`config.mk`:
```
export PLATFORM = sky130hd
export DESIGN_NAME = lsu_ctrl
export DESIGN_NICKNAME = d
export VERILOG_FILES = /design/src/rtl/lsu_ctrl.sv
export SDC_FILE = /design/constraint.sdc
export NUM_CORES = 1
export LEC_CHECK = 0
export CAP_MARGIN = 15
export CORE_MARGIN = 1
export CORE_UTILIZATION = 46
export DETAILED_ROUTE_END_ITERATION = 16
export GPL_TIMING_DRIVEN = 1
export PLACE_DENSITY = 0.93
export SLEW_MARGIN = 40
export SYNTH_ARGS = -nofsm -noshare
export SYNTH_HDL_FRONTEND = slang
export SYNTH_SLANG_ARGS = --single-unit
```
`constraint.sdc`:
```
create_clock -name i_clk -period 5.06 [get_ports i_clk]
set_input_delay 1.518 -clock i_clk [delete_from_list [all_inputs] [get_ports i_clk]]
set_output_delay 1.518 -clock i_clk [all_outputs]
set_load 0.02 [all_outputs]
```
`src/rtl/lsu_ctrl.sv`:
```
// Load/store unit controller: one EXU request at a time becomes one lsu_sram access; the loaded
// word is aligned and sign/zero-extended for writeback. `define LSU_MISALIGN_CHECK_EN adds o_misalign.

`ifndef CPU_WIDTH
`define CPU_WIDTH 32
`endif

module lsu_ctrl (
    input  logic                  i_clk,
    input  logic                  i_rst_n,
    input  logic                  i_pre_valid,
    output logic                  o_pre_ready,
    input  logic                  i_ren,
    input  logic                  i_wen,
    input  logic [2:0]            i_funct3,
    input  logic [`CPU_WIDTH-1:0] i_addr,
    input  logic [`CPU_WIDTH-1:0] i_wdata,
    input  logic [4:0]            i_rd,
    output logic                  o_post_valid,
    input  logic                  i_post_ready,
    output logic [`CPU_WIDTH-1:0] o_rdata,
    output logic [4:0]            o_rd,
    output logic                  o_mem_valid,
    output logic                  o_mem_ren,
    output logic [`CPU_WIDTH-1:0] o_mem_raddr,
    output logic                  o_mem_wen,
    output logic [`CPU_WIDTH-1:0] o_mem_waddr,
    output logic [3:0]            o_mem_wmask,
    output logic [`CPU_WIDTH-1:0] o_mem_wdata,
    input  logic [`CPU_WIDTH-1:0] i_mem_rdata,
    input  logic                  i_mem_valid
`ifdef LSU_MISALIGN_CHECK_EN
    ,
    output logic                  o_misalign
`endif
);

    typedef enum logic [1:0] {IDLE, REQ, WAIT, RESP} state_t;

    state_t state, next_state;

    logic                  ren_q;
    logic                  wen_q;
    logic [2:0]            funct3_q;
    logic [`CPU_WIDTH-1:0] addr_q;
    logic [`CPU_WIDTH-1:0] wdata_q;
    logic [4:0]            rd_q;
    logic [`CPU_WIDTH-1:0] rdata_q;

    logic                  accept;
    logic                  is_mem;
    logic                  skip_mem;
    logic [3:0]            byte_mask;
    logic [`CPU_WIDTH-1:0] shifted;
    logic [`CPU_WIDTH-1:0] load_data;

    assign accept = i_pre_valid && (state == IDLE);
    assign is_mem = i_ren || i_wen;

`ifdef LSU_MISALIGN_CHECK_EN
    logic misalign_in;
    logic misalign_q;

    assign misalign_in = ((i_funct3[1:0] == 2'b01) && i_addr[0]) ||
                         ((i_funct3[1:0] == 2'b10) && (i_addr[1:0] != 2'b00));
    assign skip_mem    = is_mem && misalign_in;
    assign o_misalign  = misalign_q;

    always_ff @(posedge i_clk or negedge i_rst_n) begin
        if (!i_rst_n) begin
            misalign_q <= 1'b0;
        end else if (accept) begin
            misalign_q <= skip_mem;
        end
    end
`else
    assign skip_mem = 1'b0;
`endif

    always_ff @(posedge i_clk or negedge i_rst_n) begin
        if (!i_rst_n) begin
            state <= IDLE;
        end else begin
            state <= next_state;
        end
    end

    always_comb begin
        next_state   = state;
        o_pre_ready  = 1'b0;
        o_post_valid = 1'b0;
        o_mem_valid  = 1'b0;
        o_mem_ren    = 1'b0;
        o_mem_wen    = 1'b0;
        case (state)
            IDLE: begin
                o_pre_ready = 1'b1;
                if (accept) begin
                    next_state = (is_mem && !skip_mem) ? REQ : RESP;
                end
            end
            REQ: begin
                o_mem_valid = 1'b1;
                o_mem_ren   = ren_q;
                o_mem_wen   = wen_q;
                next_state  = WAIT;
            end
            WAIT: begin
                if (i_mem_valid) begin
                    next_state = RESP;
                end
            end
            RESP: begin
                o_post_valid = 1'b1;
                if (i_post_ready) begin
                    next_state = IDLE;
                end
            end
            default: next_state = IDLE;
        endcase
    end

    // A store wins when both ren and wen are raised; rdata is cleared on accept so that
    // stores, pass-throughs and skipped accesses all answer with zero.
    always_ff @(posedge i_clk or negedge i_rst_n) begin
        if (!i_rst_n) begin
            ren_q    <= 1'b0;
            wen_q    <= 1'b0;
            funct3_q <= 3'b000;
            addr_q   <= '0;
            wdata_q  <= '0;
            rd_q     <= 5'd0;
            rdata_q  <= '0;
        end else if (accept) begin
            ren_q    <= i_ren && !i_wen;
            wen_q    <= i_wen;
            funct3_q <= i_funct3;
            addr_q   <= i_addr;
            wdata_q  <= i_wdata;
            rd_q     <= i_rd;
            rdata_q  <= '0;
        end else if ((state == WAIT) && i_mem_valid && ren_q) begin
            rdata_q  <= load_data;
        end
    end

    always_comb begin
        case (funct3_q[1:0])
            2'b00:   byte_mask = 4'b0001 << addr_q[1:0];
            2'b01:   byte_mask = 4'b0011 << {addr_q[1], 1'b0};
            default: byte_mask = 4'b1111;
        endcase
    end

    assign o_mem_raddr = {addr_q[`CPU_WIDTH-1:2], 2'b00};
    assign o_mem_waddr = {addr_q[`CPU_WIDTH-1:2], 2'b00};
    assign o_mem_wmask = wen_q ? byte_mask : 4'b0000;
    assign o_mem_wdata = wdata_q << {addr_q[1:0], 3'b000};

    assign shifted = i_mem_rdata >> {addr_q[1:0], 3'b000};

    always_comb begin
        case (funct3_q)
            3'b000:  load_data = {{24{shifted[7]}}, shifted[7:0]};
            3'b001:  load_data = {{16{shifted[15]}}, shifted[15:0]};
            3'b100:  load_data = {24'd0, shifted[7:0]};
            3'b101:  load_data = {16'd0, shifted[15:0]};
            default: load_data = shifted;
        endcase
    end

    assign o_rdata = rdata_q;
    assign o_rd    = rd_q;

endmodule

```
# Word-level counts from Yosys, hierarchy flattened

Cells that the tools add are included.

Shift operators: 4
Multiplexer cells: 15
Equality and inequality tests: 10
Reduce and logical (&&, ||, !) cells: 11

Operator list:

| kind                  | count |
|---|---|
| $pmux W32 S4          | 1 |
| $mux W32              | 2 |
| $shl A32 B5 Y32       | 1 |
| $shr A32 B5 Y32       | 1 |
| $mux W2               | 4 |
| $pmux W2 S4           | 1 |
| $pmux W4 S2           | 1 |
| $eq A3 B3 Y1 const B  | 2 |
| $ne A2 B2 Y1 const B  | 3 |
| $mux W1               | 5 |
| $eq A2 B1 Y1 const B  | 2 |
| $eq A2 B2 Y1 const B  | 2 |
| $logic_and A1 B1 Y1   | 4 |
| $logic_not A2 Y1      | 2 |
| $mux W4               | 1 |
| $shl A1 B2 Y4 const A | 1 |
| $shl A2 B2 Y4 const A | 1 |
| $eq A3 B1 Y1 const B  | 1 |
| $logic_not A3 Y1      | 1 |
| $reduce_and A3 Y1     | 1 |
| $reduce_bool A2 Y1    | 1 |
| $logic_not A1 Y1      | 1 |
| $logic_or A1 B1 Y1    | 1 |

Register bits: 108
Output and inout bits: 142
Logic and storage cells: 48
Input port bits: 111

# Depth between registers and ports, before layout

Gate-level depths: netlist of run 1.

Depth after elaboration: 5
Gate-level depth with buffers: 7
Gate-level depth less buffers: 6

# Worst setup path before layout of run 1

No wires, ideal clock.

Path type: reg2out
Start point: reg addr_q[0]
End point: out o_mem_wdata[17]
Slack: 1.871 ns
Stages on the path, launching flop included: 6
Arrival: 1.671 ns
Buffers on the path: 3
Data required time: 3.542 ns
Cell sequence: dfrtp_1 buf_2 buf_2 buf_2 mux2i_1 o21ai_0

Word-level cells in the longest chain between the ends: 1

Ends and longest elaborated chain:

| item                   | RTL line | source |
|---|---|---|
| from (decl)            | 45       | `` logic [`CPU_WIDTH-1:0] addr_q; `` |
| from (signal assigned) | 138      | `addr_q <= i_addr;` |
| $shl A32 B5 Y32        | 158      | `assign o_mem_wdata = wdata_q << {addr_q[1:0], 3'b000};` |
| to (decl)              | 29       | `` output logic [`CPU_WIDTH-1:0] o_mem_wdata, `` |

Every way passes these cells.

# Worst setup path after layout of run 1

Start point: reg addr_q[0]
End point: out o_mem_wmask[2]

Word-level cells in the longest chain between the ends: 3

Ends and longest elaborated chain:

| item          | RTL line | source |
|---|---|---|
| $shl A1 B2 Y4 | 149      | `2'b00: byte_mask = 4'b0001 << addr_q[1:0];` |
| $pmux W4 S2   | 148      | `case (funct3_q[1:0])` |
| $mux W4       | 157      | `assign o_mem_wmask = wen_q ? byte_mask : 4'b0000;` |
| to (decl)     | 28       | `output logic [3:0] o_mem_wmask,` |

Every way passes these cells.

==> out/results.ini, run 1 <==
[cts]
path_clk_slew_ns = 0.07
clock_path_buffers = 2
cts.sinks = 108
hold_buffers = 0
numCtsBuffers = 9
insertion_delay_ns = 0.35
cts_tree = yes
post_cts_buffers = 0
cts-resized-gates = 0
htree_levels = 3
root_buffer = clkbuf_16

[critical_path]
crit_type = flop to primary output
cp.required_ns = 3.54
critPathLaunchType = flop
cp_max_fo = 37
r2r_cells = 6
arrival_ns = 2.69
critPathCaptureType = primary output

[yosys]
avgSynthCellArea_um2 = 11.4
ys_seq_area_frac = 0.472
synth_edf_count = 0
synthArstFlopShare = 1.00
synth_top_area_frac = 0.472
netlist.top_cell.by_area = dfrtp_1
synth.distinct_cells = 37
syn_area_mm2 = 0.00572
yosys-top-cells-area = dfrtp_1 47%, mux2_2 16%, buf_4 8.5%, mux2i_1 5.6%, a221o_1 3.0%
syn_inst = 501
ys_warn_count = 0
synth_flop_cell = dfrtp_1
ys_seq_elements = 108
synth_common_cells = 108 x dfrtp_1, 81 x mux2_2, 65 x buf_4
yosysMostFrequentCell = dfrtp_1

[power_and_ir_drop]
powerDensity_mw_per_mm2 = 698
comb_power_share = 0.584
vdd_drop_max_uv = 563
swShare = 0.409
p_switching_mw = 2.34
power_frac_seq = 0.286
power_mw = 5.73
power.internal_mw = 3.39
pwr-share-clk = 0.130
p_leak_nw = 3.44

[place]
port_buffers = 248
dp_hpwl_mm = 11.5
place_ws_ns = 1.14
globalplace.congestion = 0.904

[job]
cap_viol_max_count = 0

[floorplan]
die_area_mm2 = 0.0129
dieWidth_um = 114
start_util = 0.474
rows = 40
io_pins = 253
die_h_um = 114
core_mm2 = 0.0121

[global_routing]
grt_max_degree = 58
grt-ovfl-total = 0
antenna_found_initial = 0
grt_pass1_vias = 4602
grt_pass1_wl_mm = 23.6
gr-usage-all-layers = 0.236

[sta]
fin_skew_ns = 0.0122
fin_tns_setup_ns = 0
relSlewSlack = 0.448
finalHoldViolCount = 0
finalCritPeriodShare = 0.831
worstMarginPinSlew_ns = 0.828
finalSetupViolCount = 0
setup_ws_ns = 0.855
finalCriticalPeriod_ns = 4.21
whs_ns = 0.490
fmax_mhz = 238
rsz0062_at_grt = false
report.final.slew_viol_count = 0

[finish]
antenna_cells = 0
num-fill-cells = 883
area_growth_pct = 43.4
drive_gt1_frac = 0.173
nNetsFinal = 793

[outcome]
status = finished, final reports clean

[routing]
firstDrtPassIters = 4
viasPerCell = 5.24
vias = 4452
antenna_left = 0
wl_mm = 15.1
first_iter_violations = 279
wire_per_inst_um = 17.8
drcViolationCount = 0

[worst_hold_path]
hold_path_depth = 2
hold_path.class = flop to flop

==> sequential cells by signal, indices dropped and copies added, names as in the netlist <==
signal	cells
funct3_q	3
o_rd	5
addr_q	32
wen_q	1
ren_q	1
state	2
o_rdata	32
wdata_q	32
==> placed cells by master (no fill, tap or decap), drive strengths merged, types with 2 or more instances in the layout <==
master         synthesis  routed
dfrtp                108     108
o21a                   2       2
nor2b                 11      11
or2                    2       2
nand3b                 7       7
mux2                  82      82
nor2                  21      21
a21oi                 25      25
bufinv                 0       2
o21ai                 30      30
inv                    6       7
nand2                 24      24
buf                   83       9
clkbuf                12      11
nor3b                  2       2
mux2i                 32      32
and2                  10      10
nand2b                 2       2
a211oi                 8       8
clkdlybuf4s50          0     247
and3                   2       2
clkinv                 0       2
conb                   1       4
a221o                 17      17
ha                     5       5
==> cell type report <==
cell class,count,area (um^2),area share
clock buffers,10,229,0.0279
clock inverters,6,86.3,0.0105
inverters,6,22.5,0.00274
multi-input cells,295,2400,0.293
flip-flops and latches,108,2710,0.330
well taps,168,210,0.0256
repair buffers,257,2550,0.310
==> stage by stage <==
stage	util	cell area (um^2)	cells
after detailed placement	0.654	7880	833
after CTS	0.680	8200	849
after global placement	0.653	7870	833
after global routing	0.680	8210	850
final	0.680	8210	850
after floorplan	-	5730	504
==> worst max-delay path, stage by stage (launching register included) <==
cell and delay (ns):
dfrtp_2 0.89, buf_4 0.51, nand2b_1 0.14, a21oi_1 0.16, nor2b_1 0.06, clkdlybuf4s50_1 0.57
==> path summary, 6_finish.rpt <==
| check | startpoint | to | slack (ns) |
|---|---|---|---|
| min | o_rdata[0] | o_rdata[0] | 0.49 |
| min reg2reg | o_rdata[0] | o_rdata[0] | 0.49 |
| min in group asynchronous | i_rst_n | o_rdata[20] | 1.22 |
| max reg2reg | addr_q[0] | o_rdata[20] | 2.34 |
| max | addr_q[0] | o_mem_wmask[2] | 0.85 |
| max in group asynchronous | i_rst_n | addr_q[20] | 2.90 |
==> cells by family after synthesis <==
| kind of cell | share of synthesized area |
|---|---|
| AOI/OAI and AO/OA | 0.105 |
| and+or+nand+nor | 0.0748 |
| DFF | 0.472 |
| buffers and inverters | 0.114 |
| muxes | 0.222 |
| adders and majority gates | 0.0109 |
| other | 0.000655 |
==> metal layers <==
metal | up-vias | GRT usage | routed length, um
met5 | - | 0 | 0
met4 | 0 | 0.0728 | 244
met3 | 23 | 0.0664 | 1290
met2 | 219 | 0.426 | 7880
met1 | 2166 | 0.269 | 5730
li1 | 2044 | - | -
==> power groups by stage <==
stage | clock network (mW) | logic [mW] | registers, mW
floorplan | 0 | 2.19 | 1.60
finish | 0.744 | 3.35 | 1.64
global placement | 0 | 3.27 | 1.61
CTS | 0.763 | 3.37 | 1.63
detailed placement | 0 | 3.35 | 1.65
global route | 0.798 | 3.54 | 1.69
Note: power is estimated with default switching activity, not from simulation.
==> run 2: changes to the inputs <==
- CORE_UTILIZATION: 46 -> 38
- PLACE_DENSITY: 0.93 -> 0.83
- clock period: 5.06 -> 3.45 ns (I/O delays scaled with it)
==> out/results.ini, run 2 (same netlist as run 1, synthesis figures left out) <==
[sta]
fin_skew_ns = 0.00573  ; -0.00651 ns
setup_ws_ns = 0.209  ; -0.646 ns
rsz0062_at_grt = false
fmax_mhz = 309
finalSetupViolCount = 0  ; unchanged
finalCritPeriodShare = 0.939
finalHoldViolCount = 0  ; unchanged
finalCriticalPeriod_ns = 3.24
worstMarginPinSlew_ns = 0.702  ; -0.126 ns
fin_tns_setup_ns = 0  ; unchanged
report.final.slew_viol_count = 0  ; unchanged
relSlewSlack = 0.532  ; +0.0841

[critical_path]
critPathCaptureType = primary output
cp.buffers_inverters = 2  ; unchanged
r2r_cells = 7  ; +1
crit_type = flop to primary output
path_delay_family = buffers and inverters
critPathLaunchType = flop
r2r_start = addr_q[0]
cp_slowest_cell = dfrtp_4
cp.required_ns = 2.41  ; -1.13 ns
cpPeakStageDelay_ns = 0.63  ; -0.26 ns
worstPathCellList = clkbuf_16 > mux2i_1 > a21oi_1 > clkdlybuf4s50_1
arrival_ns = 2.21  ; -0.48 ns
cp_max_fo = 20  ; -46%
r2r_end = o_rdata[28]
r2r_setup_slack_ns = 0.85  ; -1.49 ns

[power_and_ir_drop]
powerDensity_mw_per_mm2 = 1010  ; +45%
vdd_drop_max_uv = 768  ; +36%
p_leak_nw = 3.46  ; +0.49%

[cts]
cts_tree = yes
path_clk_slew_ns = 0.07  ; about the same
cts.sinks = 108  ; unchanged
clock_path_buffers = 2  ; unchanged
root_buffer = clkbuf_16
numCtsBuffers = 9  ; unchanged
insertion_delay_ns = 0.34  ; about the same
htree_levels = 3  ; unchanged

[job]
cap_viol_max_count = 0  ; unchanged

[floorplan]
io_pins = 253  ; unchanged
die_h_um = 125  ; +9.8%
core_mm2 = 0.0146  ; +21%
start_util = 0.392  ; -0.0822
dieWidth_um = 125  ; +9.8%
die_area_mm2 = 0.0156  ; +21%
rows = 44  ; +10%

[finish]
area_growth_pct = 44.0
mostFrequentLayoutCell = clkdlybuf4s50_1
nNetsFinal = 795  ; +0.25%
fin_util = 0.565  ; -0.115
num-fill-cells = 1160  ; +31%
fin_cells = 868  ; +2.1%
antenna_cells = 0  ; unchanged
final_cell_mix = 247 x clkdlybuf4s50_1, 106 x dfrtp_1, 81 x mux2_2
drive_gt1_frac = 0.177  ; +0.00388

[global_routing]
gr-usage-all-layers = 0.191  ; -0.0450
use_met2 = 0.334  ; -0.0912
grt-ovfl-total = 0  ; unchanged
met3_usage = 0.0623  ; -0.00413
grt_pass1_vias = 4607  ; +0.11%
grt_busiest_layer = met2
grt_max_degree = 76  ; +31%
met1_usage = 0.220  ; -0.0496
antenna_found_initial = 0  ; unchanged
grt_pass1_wl_mm = 23.5  ; -0.35%

[outcome]
status = finished, final reports clean

[routing]
first_iter_violations = 362  ; +30%
antenna_left = 0  ; unchanged
viasPerCell = 5.11  ; -2.5%
wire_per_inst_um = 17.6  ; -1.0%
vias = 4432  ; -0.45%
drcViolationCount = 0  ; unchanged
wl_mm = 15.3  ; +1.0%
firstDrtPassIters = 7  ; +3

[worst_hold_path]
hold_start = o_rdata[12]
hold_path.class = flop to flop
hold_path_depth = 2  ; unchanged
hold_end = o_rdata[12]

[place]
dp_hpwl_mm = 11.2  ; -1.9%
place_ws_ns = 0.344  ; -0.794 ns
globalplace.congestion = 0.871  ; -3.7%
dp_cells = 850  ; +2.0%
port_buffers = 248  ; unchanged

## run 2: timing repair
| action | CTS | global route |
|---|---|---|
| buffers inserted | 0 | 1 |
| setup endpoints to repair | 8 | 17 |
| resized for setup | 1 | 1 |
| hold buffers | 0 | 0 |
## run 2: cell type report
cell class              count  area, um^2  share of cell area
multi-input cells         295        2400               0.291
flip-flops and latches    108        2710               0.329
inverters                   6        22.5             0.00273
well taps                 184         230              0.0279
clock inverters             4        31.3             0.00380
repair buffers            259        2600               0.315
clock buffers              12         256              0.0311
## run 2: worst max path at each step
| stage | startpoint | cells after the start | end | slack, ns |
|---|---|---|---|---|
| 2_1_floorplan | addr_q[0] | 5 | o_mem_wdata[17] | 0.74 |
| 6_report | addr_q[0] | 4 | o_mem_wdata[30] | 0.21 |
| 4_1_cts | addr_q[0] | 5 | o_mem_wdata[18] | 0.04 |
| 5_1_grt | addr_q[1] | 5 | o_mem_wdata[19] | 0.08 |
| 3_3_place_gp | addr_q[0] | 3 | o_mem_wdata[0] | 0.43 |
| 3_5_place_dp | addr_q[0] | 3 | o_mem_wdata[0] | 0.34 |
## run 2: stage by stage
stage / power (mW) / hold slack (ns) / instance area [um^2]
5_1_grt: 8.77 / 0.513 / 8240
6_report: 8.34 / 0.487 / 8240
3_3_place_gp: 7.20 / 0.465 / 7910
3_5_place_dp: 7.32 / 0.474 / 7920
4_1_cts: 8.37 / 0.489 / 8210
2_1_floorplan: 5.56 / 0.471 / 5730
## run 2: worst register-to-register path, cell delays in order, from the launching register on
cell       delay (ns)
dfrtp_4          0.63
clkbuf_16        0.27
buf_4            0.39
mux2_4           0.25
a22oi_4          0.06
a2111oi_4        0.54
buf_4            0.27
a221o_1          0.13
## run 2: routing by layer
layer,part of all wire,vias to the layer above
met5,0,-
met4,0.017,0
met3,0.077,20
met2,0.52,213
met1,0.39,2154
li1,-,2045
## run 2: where the power goes
part	internal, mW	leakage (nW)	total, mW	switching [mW]
sequential	1.84	1.34	2.37	0.528
combinational	2.52	1.97	4.96	2.44
clock	0.536	0.144	1.01	0.473
total	4.90	3.46	8.34	3.44
==> run 3: changes to the inputs <==
- ABC_AREA: not set -> 1
- CORE_UTILIZATION: 38 -> 39
- PLACE_DENSITY: 0.83 -> 0.84
==> out/results.ini, run 3 <==
[critical_path]
cp.required_ns = 2.41  ; about the same
cp.buffers_inverters = 2  ; unchanged
critPathCaptureType = primary output
critPathLaunchType = flop
path_delay_family = buffers and inverters
worstPathCellList = nor2_2 > clkinv_1 > o221ai_1 > clkdlybuf4s50_1
arrival_ns = 2.21  ; about the same
cp_max_fo = 10  ; -50%
cpPeakStageDelay_ns = 0.64  ; about the same
crit_type = flop to primary output
cp_slowest_cell = clkdlybuf4s50_1

[floorplan]
io_pins = 253  ; unchanged
start_util = 0.401  ; +0.00846
die_h_um = 124  ; -0.41%
die_area_mm2 = 0.0154  ; -0.82%
dieWidth_um = 124  ; -0.41%
rows = 44  ; unchanged
core_mm2 = 0.0145  ; -0.38%

[job]
cap_viol_max_count = 0  ; unchanged

[place]
dp_hpwl_mm = 12.4  ; +10%
port_buffers = 248  ; unchanged
globalplace.congestion = 0.889  ; +2.1%

[cts]
cts_tree = yes
htree_levels = 3  ; unchanged
path_clk_slew_ns = 0.07  ; about the same
cts.sinks = 108  ; unchanged
root_buffer = clkbuf_16
insertion_delay_ns = 0.34  ; about the same
numCtsBuffers = 9  ; unchanged
clock_path_buffers = 2  ; unchanged
hold_buffers = 0  ; unchanged

[routing]
firstDrtPassIters = 5  ; -2
wire_per_inst_um = 14.7  ; -17%
vias = 5535  ; +25%
wl_mm = 16.9  ; +10%
antenna_left = 0  ; unchanged
drcViolationCount = 0  ; unchanged
viasPerCell = 4.80  ; -5.9%
first_iter_violations = 473  ; +31%

[yosys]
netlist.top_cell.by_area = dfrtp_1
ys_seq_elements = 108  ; unchanged
synth_edf_count = 0  ; unchanged
avgSynthCellArea_um2 = 7.36  ; -36%
synth.distinct_cells = 27  ; -27%
synth_top_area_frac = 0.464  ; -0.00822
syn_area_mm2 = 0.00582  ; +1.8%
yosys-top-cells-area = dfrtp_1 46%, nand2_1 24%, buf_4 8.2%, o21ai_0 4.1%, inv_1 3.0%
synth_compound_area_frac = 0.0876  ; -0.0177
synthXorXnorAreaFrac = 0  ; unchanged
synth_common_cells = 379 x nand2_1, 108 x dfrtp_1, 64 x buf_4
synth-adder-area-share = 0.0107  ; -0.000190
yosysMostFrequentCell = nand2_1
ys_seq_area_frac = 0.464  ; -0.00822
synth_mux_area_frac = 0.00193  ; -0.220
synthArstFlopShare = 1.00  ; unchanged
synth_top_family_by_area = simple AND/OR/NAND/NOR gates
ys_warn_count = 0  ; unchanged
synth_flop_cell = dfrtp_1
syn_inst = 791  ; +58%
synth-simple-area-share = 0.291  ; +0.216

[sta]
fin_tns_setup_ns = 0  ; unchanged
worstMarginPinSlew_ns = 0.641  ; -0.0611 ns
finalSetupViolCount = 0  ; unchanged
finalCriticalPeriod_ns = 3.25  ; +0.00631 ns
fin_skew_ns = 0.00576  ; +0.0000219 ns
whs_ns = 0.481  ; -0.00559 ns
finalHoldViolCount = 0  ; unchanged
finalCritPeriodShare = 0.941  ; +0.00183
report.final.slew_viol_count = 0  ; unchanged
rsz0062_at_grt = false
fmax_mhz = 308  ; -0.19%
relSlewSlack = 0.573  ; +0.0407

[global_routing]
grt_max_degree = 64  ; -16%
grt_pass1_vias = 5228  ; +13%
gr-usage-all-layers = 0.223  ; +0.0325
met3_usage = 0.0534  ; -0.00884
use_met2 = 0.368  ; +0.0331
grt-ovfl-total = 0  ; unchanged
grt_pass1_wl_mm = 27.6  ; +17%
antenna_found_initial = 0  ; unchanged
grt_busiest_layer = met2
met1_usage = 0.288  ; +0.0684

[finish]
final_cell_mix = 378 x nand2_1, 247 x clkdlybuf4s50_1, 107 x dfrtp_1
num-fill-cells = 1337  ; +15%
drive_gt1_frac = 0.0424  ; -0.135
area_growth_pct = 42.5
nNetsFinal = 1079  ; +36%
mostFrequentLayoutCell = nand2_1
antenna_cells = 0  ; unchanged

[power_and_ir_drop]
powerDensity_mw_per_mm2 = 960  ; -5.1%
vdd_drop_max_uv = 519  ; -32%
p_leak_nw = 4.12  ; +19%

[outcome]
status = finished, final reports clean

[worst_hold_path]
hold_path.class = flop to flop

run 3: cell count changes in the layout (fill, tap and decap cells not counted), sizes merged, moves of 8 or more:
cell / previous run / this run
nand2: 24 / 380
a221o: 17 / 0
a22oi: 1 / 21
inv: 8 / 48
a211oi: 8 / 0
mux2: 82 / 1
a21oi: 25 / 13
and2: 10 / 0
mux2i: 32 / 0
o21ai: 30 / 48
nor2b: 11 / 0
nand3: 0 / 23
run 3: logic make-up after synthesis:
kind of cell	Yosys count
adder cells (fa/ha/maj)	5
buffers and inverters	152
AND/OR/NAND/NOR	436
other	1
AO/OA/AOI/OAI	88
multiplexers	1
flip-flops	108
run 3: tightest hold or removal path, cell delays in order (launching register included):
cell     delay, ns
dfrtp_1       0.34
nand2_1       0.05
nand2_1       0.05
run 3: area by class of cell:
class / instances / area [um^2] / share of cell area
Multi-Input combinational cell: 534 / 2300 / 0.277
Timing Repair Buffer: 262 / 2610 / 0.315
Sequential cell: 108 / 2700 / 0.326
Clock inverter: 4 / 23.8 / 0.00286
Clock buffer: 12 / 246 / 0.0297
Inverter: 48 / 180 / 0.0217
Tap cell: 184 / 230 / 0.0277
run 3: final timing paths:
path | start | end | slack, ns | cells past startpoint
max | addr_q[1] | o_mem_wdata[18] | 0.20 | 4
min | o_rdata[13] | o_rdata[13] | 0.48 | 2
max reg2reg | state[0] | o_rdata[22] | 1.38 | 10
min reg2reg | o_rdata[13] | o_rdata[13] | 0.48 | 2
max in group asynchronous | i_rst_n | addr_q[1] | 1.99 | 2
min in group asynchronous | i_rst_n | addr_q[16] | 0.68 | 1
run 3: layer usage:
metal / share of wire / up-vias / wire length [um]
met5: 0 / - / 0
met1: 0.42 / 2550 / 7130
li1: - / 2726 / -
met3: 0.076 / 21 / 1290
met2: 0.48 / 238 / 8190
met4: 0.018 / 0 / 303
run 3: report_power, final:
| group | total [mW] | leakage (nW) | internal [mW] | switching (mW) |
|---|---|---|---|---|
| clock network | 0.962 | 0.137 | 0.510 | 0.452 |
| logic | 4.82 | 2.60 | 2.07 | 2.75 |
| registers | 2.19 | 1.39 | 1.79 | 0.404 |
run 3: through the flow:
| step | instances | power (mW) | area [um^2] | util | setup WS, ns |
|---|---|---|---|---|---|
| finish | 1152 | 7.97 | 8300 | 0.571 | 0.203 |
| global route | 1152 | 8.53 | 8300 | 0.571 | 0.0200 |
| CTS | 1150 | 8.00 | 8280 | 0.570 | 0.148 |
| detailed placement | 1134 | 7.00 | 8010 | 0.551 | 0.368 |
| global placement | 1134 | 6.91 | 8010 | 0.551 | 0.382 |
| floorplan | 794 | 5.25 | 5840 | - | 0.947 |
run 3: repair_timing:
item	4_1_cts	5_1_grt
setup buffers	0	2
endpoints found under the setup margin	2	6
gates resized for setup	1	1
